### src/rtl/adv7511_iic_pkg.sv
// adv7511_iic_pkg: shared FSM encoding and constants for the ADV7511 I2C master.
package adv7511_iic_pkg;
  typedef enum logic [3:0] {IDLE, START, TX_BYTE, RX_ACK, RESTART, RX_BYTE, TX_NACK, STOP, DONE} state_e;
  localparam logic [1:0] Q0 = 2'd0, Q1 = 2'd1, Q2 = 2'd2, Q3 = 2'd3;
  localparam logic [1:0] WR_BYTES = 2'd3, RD_WR_BYTES = 2'd2, SW_BYTES = 2'd2;
  localparam logic RW_WRITE = 1'b0, RW_READ = 1'b1;
endpackage

### src/rtl/adv7511_iic_master_iic_quarter_tick.sv
// iic_quarter_tick: divides i_clk into SCL quarter ticks and tracks the quarter phase.
module iic_quarter_tick #(
  parameter int CLK_DIV = 186
) (
  input  logic       i_clk,
  input  logic       i_rst,
  input  logic       i_en,
  output logic       o_tick,
  output logic [1:0] o_phase
);
  localparam int W = $clog2(CLK_DIV);
  logic [W-1:0] cnt_q;
  logic [1:0] phase_q;
  assign o_tick = i_en && cnt_q == W'(CLK_DIV - 1);
  assign o_phase = phase_q;
  always_ff @(posedge i_clk)
    if (i_rst || !i_en) begin
      cnt_q <= '0;
      phase_q <= '0;
    end else begin
      cnt_q <= o_tick ? '0 : cnt_q + 1'b1;
      phase_q <= phase_q + 2'(o_tick);
    end
endmodule

### src/rtl/adv7511_iic_master.sv
// adv7511_iic_master: byte-level I2C master running ADV7511 register writes/reads and bus-switch selects.
module adv7511_iic_master
  import adv7511_iic_pkg::*;
#(
  parameter int          CLK_DIV     = 186,
  parameter logic [6:0]  SLAVE_ADDR  = 7'h39,
  parameter logic [6:0]  SWITCH_ADDR = 7'h74,
  parameter logic [7:0]  SWITCH_CHAN = 8'h20
) (
  input  logic       i_clk,
  input  logic       i_rst,
  input  logic       i_start,
  input  logic       i_wr_rd_en,
  input  logic       i_iic_main,
  input  logic [7:0] i_addr,
  input  logic [7:0] i_din,
  input  logic       i_sda,
  output logic       o_scl_oe,
  output logic       o_sda_oe,
  output logic       o_busy,
  output logic       o_finish,
  output logic       o_no_ack,
  output logic       o_dout_en,
  output logic [7:0] o_dout
);
  state_e state_q, state_d;
  logic [2:0] bit_q, bit_d;
  logic [1:0] idx_q, idx_d, phase, last_idx;
  logic [1:0] sync_q;
  logic [7:0] addr_q, din_q, rx_q, dout_q, tx_byte;
  logic main_q, rd_q, no_ack_q, dout_en_q, tick, slot_end, sample, scl_low;
  iic_quarter_tick #(.CLK_DIV(CLK_DIV)) u_tick (
    .i_clk(i_clk), .i_rst(i_rst), .i_en(state_q != IDLE), .o_tick(tick), .o_phase(phase)
  );
  assign slot_end = tick && phase == Q3;
  assign sample = tick && phase == Q2;
  assign scl_low = phase == Q0 || phase == Q3;
  assign last_idx = main_q ? SW_BYTES - 2'd1 : WR_BYTES - 2'd1;
  // byte 2 is the write data, or the read-direction address after the repeated START
  assign tx_byte = idx_q == 2'd0 ? {main_q ? SWITCH_ADDR : SLAVE_ADDR, RW_WRITE} :
                   idx_q == 2'd1 ? (main_q ? SWITCH_CHAN : addr_q) :
                   rd_q ? {SLAVE_ADDR, RW_READ} : din_q;
  always_ff @(posedge i_clk)
    if (i_rst) begin
      state_q <= IDLE;
      bit_q <= '0;
      idx_q <= '0;
      sync_q <= 2'b11;
      {main_q, rd_q, addr_q, din_q, rx_q} <= '0;
      {no_ack_q, dout_en_q, dout_q} <= '0;
    end else begin
      state_q <= state_d;
      bit_q <= bit_d;
      idx_q <= idx_d;
      sync_q <= {sync_q[0], i_sda};
      if (state_q == IDLE && i_start) begin
        main_q <= i_iic_main;
        rd_q <= i_wr_rd_en & ~i_iic_main;
        addr_q <= i_addr;
        din_q <= i_din;
        no_ack_q <= 1'b0;
      end
      if (sample && (state_q == RX_ACK || state_q == RX_BYTE)) rx_q <= {rx_q[6:0], sync_q[1]};
      if (slot_end && state_q == RX_ACK && rx_q[0]) no_ack_q <= 1'b1;
      dout_en_q <= slot_end && state_q == RX_BYTE && bit_q == 3'd0;
      if (slot_end && state_q == RX_BYTE && bit_q == 3'd0) dout_q <= rx_q;
    end
  always_comb begin
    state_d = state_q;
    bit_d = bit_q;
    idx_d = idx_q;
    case (state_q)
      IDLE: state_d = i_start ? START : IDLE;
      START: if (slot_end) begin
        state_d = TX_BYTE;
        bit_d = 3'd7;
        idx_d = 2'd0;
      end
      TX_BYTE: if (slot_end) begin
        state_d = bit_q == 3'd0 ? RX_ACK : TX_BYTE;
        bit_d = bit_q - 3'd1;
      end
      RX_ACK: if (slot_end) begin
        idx_d = idx_q + 2'd1;
        state_d = rx_q[0] ? STOP :
                  rd_q && idx_q == RD_WR_BYTES - 2'd1 ? RESTART :
                  rd_q && idx_q == RD_WR_BYTES ? RX_BYTE :
                  idx_q == last_idx ? STOP : TX_BYTE;
      end
      RESTART: state_d = slot_end ? TX_BYTE : RESTART;
      RX_BYTE: if (slot_end) begin
        state_d = bit_q == 3'd0 ? TX_NACK : RX_BYTE;
        bit_d = bit_q - 3'd1;
      end
      TX_NACK: state_d = slot_end ? STOP : TX_NACK;
      STOP: state_d = slot_end ? DONE : STOP;
      default: state_d = IDLE;
    endcase
  end
  always_comb begin
    o_scl_oe = 1'b0;
    o_sda_oe = 1'b0;
    case (state_q)
      START: begin
        o_scl_oe = phase == Q3;
        o_sda_oe = phase[1];
      end
      TX_BYTE: begin
        o_scl_oe = scl_low;
        o_sda_oe = ~tx_byte[bit_q];
      end
      RX_ACK, RX_BYTE, TX_NACK: o_scl_oe = scl_low;
      RESTART: begin
        o_scl_oe = scl_low;
        o_sda_oe = phase[1];
      end
      STOP: begin
        o_scl_oe = phase == Q0;
        o_sda_oe = phase != Q3;
      end
      default: ;
    endcase
  end
  assign o_busy = state_q != IDLE;
  assign o_finish = state_q == DONE;
  assign o_no_ack = no_ack_q;
  assign o_dout_en = dout_en_q;
  assign o_dout = dout_q;
endmodule

### config.mk
export PLATFORM = sky130hd
export DESIGN_NAME = adv7511_iic_master
export DESIGN_NICKNAME = d
export VERILOG_FILES = /design/src/rtl/adv7511_iic_pkg.sv /design/src/rtl/adv7511_iic_master_iic_quarter_tick.sv /design/src/rtl/adv7511_iic_master.sv
export SDC_FILE = /design/constraint.sdc
export NUM_CORES = 1
export LEC_CHECK = 0
export CAP_MARGIN = 10
export CORE_MARGIN = 2
export CORE_UTILIZATION = 55
export CTS_BUF_LIST = sky130_fd_sc_hd__clkbuf_4
export CTS_CLUSTER_SIZE = 14
export DETAILED_ROUTE_END_ITERATION = 12
export DONT_BUFFER_PORTS = 1
export GPL_ROUTABILITY_DRIVEN = 0
export PLACE_DENSITY = 0.7
export SLEW_MARGIN = 15
export SYNTH_ARGS = -nofsm -noshare
export SYNTH_HDL_FRONTEND = slang
export SYNTH_SLANG_ARGS = --single-unit
### constraint.sdc
create_clock -name i_clk -period 2.6 [get_ports i_clk]
set_clock_uncertainty 0.15 [all_clocks]
set_input_delay 0.39 -clock i_clk [delete_from_list [all_inputs] [get_ports i_clk]]
set_output_delay 0.39 -clock i_clk [all_outputs]
set_load 0.01 [all_outputs]
Yosys cells after proc, flatten, opt, wreduce, memory -nomap -nowiden
Index checks and enable logic that the tools add are counted.

word-level totals
  flip-flop bits (word level) = 57
  word-level logic and storage cells = 105

cells by class
  $lt $le $gt $ge = 1
  add/subtract/negate cells = 4
  mux-type cells = 33
  reductions and logical operators = 30
  bitwise logic cells = 3
  eq/ne operators = 20

operators by type and width
  cell                   number
  $mux W8                4
  $pmux W4 S8            1
  $mux W3                7
  $mux W4                5
  $eq A4 B3 Y1 const B   4
  $logic_and A1 B1 Y1    11
  $ne A2 B2 Y1 const B   5
  $add A8 B1 Y8 const B  1
  $eq A4 B2 Y1 const B   2
  $eq A8 B8 Y1 const B   1
  $mux W2                4
  $mux W7                1
  $eq A2 B2 Y1 const B   3
  $mux W1                6
  $pmux W1 S3            2
  $pmux W3 S2            1
  $reduce_and A3 Y1      2
  $reduce_bool A2 Y1     3
  $reduce_or A2 Y1       3
  $reduce_or A5 Y1       1
  $eq A4 B1 Y1 const B   1
  $eq A4 B4 Y1 const B   1
  $logic_not A2 Y1       2
  $logic_not A4 Y1       1
  16 further kinds       19

Logic depth before layout (Yosys ltp)
  word-level depth = 8
  depth in mapped cells = 8
  gate-level depth less buffers = 7

By module
From an unflattened synthesis, not the netlist that was laid out.

unflattened totals
  cells, all modules = 340
  area total of the unflattened synthesis = 2,815.2 sq um

by module, submodules not included
  module              area an instance (sq um)  times used  cells an instance
  adv7511_iic_master  2,357.3                   1           291
  iic_quarter_tick    457.9                     1           49

Worst setup path after synthesis
OpenSTA, ideal clock, no wires.

  path kind = reg-to-output
  start = register idx_q[0]
  end = output port o_sda_oe
  cell stages (with the launch flop) = 9
  data required time = 2.060 ns
  arrival = 1.879 ns
  path slack = 0.181 ns
  buffers on the path = 1
  cell sequence = dfxtp_1 inv_1 ha_1 clkbuf_1 or2_2 or3_1 nand4_1 o311ai_0 o221ai_1

on the way
  longest elaborated chain between the ends = 7
  elaborated cells on any way between the ends = 8
  classes of those cells = eq/ne: 1; mux: 5; bitwise: 1; reduce/logical: 1

RTL lines
  what                               line                       RTL
  start, declared                    adv7511_iic_master.sv:28   logic [1:0] idx_q, idx_d, phase, last_idx;
  start signal, assigned             adv7511_iic_master.sv:54   idx_q <= idx_d;
  $eq A2 B1 Y1                       adv7511_iic_master.sv:41   idx_q == 2'd1 ? (main_q ? SWITCH_CHAN : addr_q) :
  $mux W8                            adv7511_iic_master.sv:41
  $mux W8 (*)                        adv7511_iic_master.sv:40   assign tx_byte = idx_q == 2'd0 ? {main_q ? SWITCH_ADDR : SLAVE_ADDR, RW_WRITE} :
  $bmux W1 S3 (*)                    adv7511_iic_master.sv:110  o_sda_oe = ~tx_byte[bit_q];
  $mux W1 (not written as such) (*)  adv7511_iic_master.sv:110
  $not A1 Y1 (*)                     adv7511_iic_master.sv:110
  $pmux W1 S3 (*)                    adv7511_iic_master.sv:103  case (state_q)
  end, declared                      adv7511_iic_master.sv:19   output logic o_sda_oe,

Mark *: on every way between the ends. The rest lies on a longest branch, timed or not. The select of a mux whose other input is x is not followed.

Worst setup path in the final report
Same ends and word-level chain as after synthesis.

==> impl_metrics.json <==
{
  "status": "finished clean",
  "min_period_ns": 2.58,
  "ys.flop_type": "dfxtp_1",
  "start_util_pct": 56.2,
  "min_from": "i_start",
  "fp.coreArea_um2": 5040,
  "rsz0062_at_grt": "yes",
  "vias": 2483,
  "die-height_um": 75.8,
  "synth_largest_area_cell": "dfxtp_1",
  "crit_path_max_fanout": 3,
  "drv_cap": 0,
  "wl_um": 6540,
  "firstDrtPassIters": 5,
  "cp-start-kind": "register",
  "gr-total-overflow": 0,
  "setup_slack_ns": 0.0208,
  "nNetsFinal": 395,
  "syn2layout_area_growth_pct": 18.3,
  "hold_viol": 0,
  "p_switching_mw": 0.811,
  "reg2reg_from": "state_q[0]$_SDFFE_PP0P_",
  "dp_cells": 396,
  "synthTopCellsByArea": "dfxtp_1 (40%), mux2i_1 (6.4%), nand2_1 (6.1%)",
  "tns_ns": 0,
  "ff2ff_setup_slack_ns": 0.29,
  "fmax_mhz": 388,
  "seqPwrFrac_pct": 44.3,
  "seq_area_um2": 1150,
  "antenna_left": 0,
  "cp.required_ns": 2.06,
  "p_clk_share_pct": 27.6,
  "cts.sinks": 57,
  "max_stage_delay_ns": 0.39,
  "p_per_area_nw_per_um2": 686,
  "path_clk_slew_ns": 0.10,
  "netSwitchingFraction_pct": 35.3,
  "syn_nets": 368,
  "irDropWorstVdd_uv": 518,
  "grt_pass1_wl_um": 10400,
  "num_antenna_cells": 0,
  "critical_path_arrival_ns": 2.04,
  "dp_hpwl_um": 4140,
  "dieArea_um2": 5740,
  "multi_input_area_um2": 1590,
  "yosys_warnings": 0,
  "route.detailed.drc": 0,
  "die-width_um": 75.8,
  "final_util_pct": 66.5,
  "slew_headroom_pct": 59.6,
  "ios": 36,
  "ys_seq_area_share_pct": 40.3,
  "crit_end": "o_sda_oe",
  "setup_violations": 0,
  "cp_cell_sequence": "inv_4, ha_4, or2_4, or3_1, nand4_1, o311ai_2, o221ai_2",
  "power.leakage_nw": 1.26,
  "grtUsageTotal_pct": 24.4,
  "async_flop_share_pct": 0,
  "pre_cts_ws_ns": 0.188,
  "r2r_cells": 6,
  "clk_path_buf_depth": 2,
  "antenna_found_initial": 0,
  "total_power_mw": 2.30,
  "fin_crit_sh_pct": 99.2,
  "hold_ws_ns": 0.0883,
  "place_area_um2": 2900,
  "grt_max_degree": 50,
  "insertion_delay_ns": 0.41,
  "combPwrFrac_pct": 28.1,
  "synthCells": 336,
  "dr.first_iter.drc_count": 127,
  "worst_pin_slew_ns": 0.606,
  "root_buffer": "clkbuf_4",
  "synth_edf_count": 0,
  "internal_power_mw": 1.49,
  "yosys_register_bits": 57,
  "end_kind": "output port",
  "wl_per_cell_um": 14.9,
  "rr_endpoint": "rd_q$_SDFFE_PP0P_",
  "yosysTopAreaCellShare_pct": 40.3,
  "worstSetupStartpoint": "idx_q[0]$_SDFFE_PP0P_",
  "whs_path_depth": 3,
  "htree_levels": 3,
  "final_max_slew_viol_count": 0,
  "syn_area_um2": 2830,
  "io_buffers": 0,
  "cts_tree": "yes",
  "rows": 26,
  "fillers": 424,
  "final_area_um2": 3350,
  "grt_pass1_vias": 2209,
  "crit_type": "reg2out",
  "hold_class": "in2reg",
  "cts_buffers": 9,
  "synth_cell_type_count": 57,
  "via_per_inst": 5.67,
  "synth.avg_cell_area_um2": 8.43,
  "drive_gt1_share_pct": 13.9,
  "fin_cells": 438,
  "critPathSlowestCell": "dfxtp_4"
}
cell type report:
class	count	share of cell area [%]
timing repair buffer	36	10.0
tap	70	2.61
sequential	57	34.2
inverter	13	1.61
clock inverter	7	2.09
clock buffer	9	2.02
multi-input combinational	246	47.4
power groups by stage:
stage,logic [mW],clock network (mW),registers [mW]
after CTS,0.625,0.652,1.02
after global placement,0.575,0,1.04
final,0.646,0.635,1.02
after global routing,0.718,0.687,1.03
after detailed placement,0.578,0,1.04
after floorplan,0.469,0,1.02
cells in the mapped netlist (2+ instances only):
| library cell | count |
|---|---|
| ha_1 | 10 |
| o21a_1 | 4 |
| o21ai_0 | 9 |
| nand3b_1 | 3 |
| and3_1 | 5 |
| buf_6 | 2 |
| a2111oi_0 | 2 |
| nand3_1 | 5 |
| xnor2_1 | 5 |
| o221ai_1 | 2 |
| dfxtp_1 | 57 |
| nor4_1 | 3 |
| clkbuf_1 | 14 |
| inv_2 | 2 |
| buf_2 | 3 |
| xor2_1 | 4 |
| a31oi_1 | 2 |
| and2_1 | 2 |
| mux2i_1 | 18 |
| nand2_1 | 46 |
| or2_2 | 3 |
| a32oi_1 | 2 |
| or3_1 | 2 |
| nor3b_1 | 4 |
| a211oi_1 | 4 |
| a311oi_1 | 3 |
| inv_1 | 11 |
| nand4_1 | 2 |
| a21oi_1 | 23 |
| nand2b_1 | 6 |
| nor3_1 | 8 |
| nor2_1 | 44 |
| o311ai_0 | 2 |
layout by cell type (no fill, tap or decap), types with 3 or more instances in the layout:
cell type / synthesis / layout
a211oi_1: 4 / 4
nor2_1: 44 / 44
o21ai_0: 9 / 9
nor4_1: 3 / 3
buf_4: 1 / 12
nor3_1: 8 / 8
and3_1: 5 / 5
nor3b_1: 4 / 4
nand2_1: 46 / 46
clkbuf_4: 0 / 9
dfxtp_1: 57 / 55
ha_1: 10 / 8
inv_1: 11 / 9
nand2b_1: 6 / 6
xnor2_1: 5 / 5
nand3b_1: 3 / 3
a21oi_1: 23 / 22
o21a_1: 4 / 4
nand3_1: 5 / 5
a311oi_1: 3 / 3
xor2_1: 4 / 4
mux2i_1: 18 / 18
dlygate4sd3_1: 0 / 21
how the worst min path moves through the flow:
stage | endpoint | slack (ns)
5_1_grt | o_no_ack$_SDFFE_PP0P_ | 0.10
6_report | o_no_ack$_SDFFE_PP0P_ | 0.09
2_1_floorplan | sync_q[1]$_SDFF_PP1_ | 0.24
3_3_place_gp | sync_q[1]$_SDFF_PP1_ | 0.25
3_5_place_dp | sync_q[1]$_SDFF_PP1_ | 0.25
4_1_cts | o_no_ack$_SDFFE_PP0P_ | 0.06
cell families (layout without fill, tap and decap cells):
logic type | after synthesis | in the layout | share of synthesized area [%]
flops | 57 | 57 | 40.3
fa+ha+maj | 10 | 10 | 4.42
simple gates | 146 | 146 | 26.0
mux | 19 | 19 | 6.76
xor+xnor | 9 | 9 | 2.78
compound gates | 62 | 62 | 14.5
buf+inv | 33 | 65 | 5.17
registers in the layout, indices dropped and copies added, names as in the netlist:
| register | count |
|---|---|
| idx_q | 2 |
| sync_q | 2 |
| o_no_ack | 1 |
| u_tick.cnt_q | 8 |
| rx_q | 8 |
| main_q | 1 |
| rd_q | 1 |
| bit_q | 3 |
| u_tick.o_phase | 2 |
| addr_q | 8 |
| o_dout_en | 1 |
| state_q | 4 |
| din_q | 8 |
| o_dout | 8 |
repair_timing:
item / 4_1_cts / 5_1_grt
setup endpoints to repair: 1 / 1
gates resized for setup: 11 / 7
cloned: 0 / 1
hold buffers: 22 / 0
buffers inserted: 3 / 0
endpoints found under the hold margin: 49 / 0
pin swaps: 4 / 3
worst max-delay path: cells and delay by family (launching register included):
kind / cells / cell delay, ns
buf+inv: 1 / 0.04
fa+ha+maj: 1 / 0.15
flops: 1 / 0.39
simple gates: 3 / 0.67
compound gates: 2 / 0.38
layer usage:
metal | vias up | track usage (%) | routed length (um)
met3 | 10 | 7.41 | 333
li1 | 1231 | - | -
met5 | - | 0 | 0
met4 | 0 | 9.16 | 135
met2 | 74 | 37.6 | 3030
met1 | 1168 | 32.0 | 3040
(Power assumes the default switching activity.)
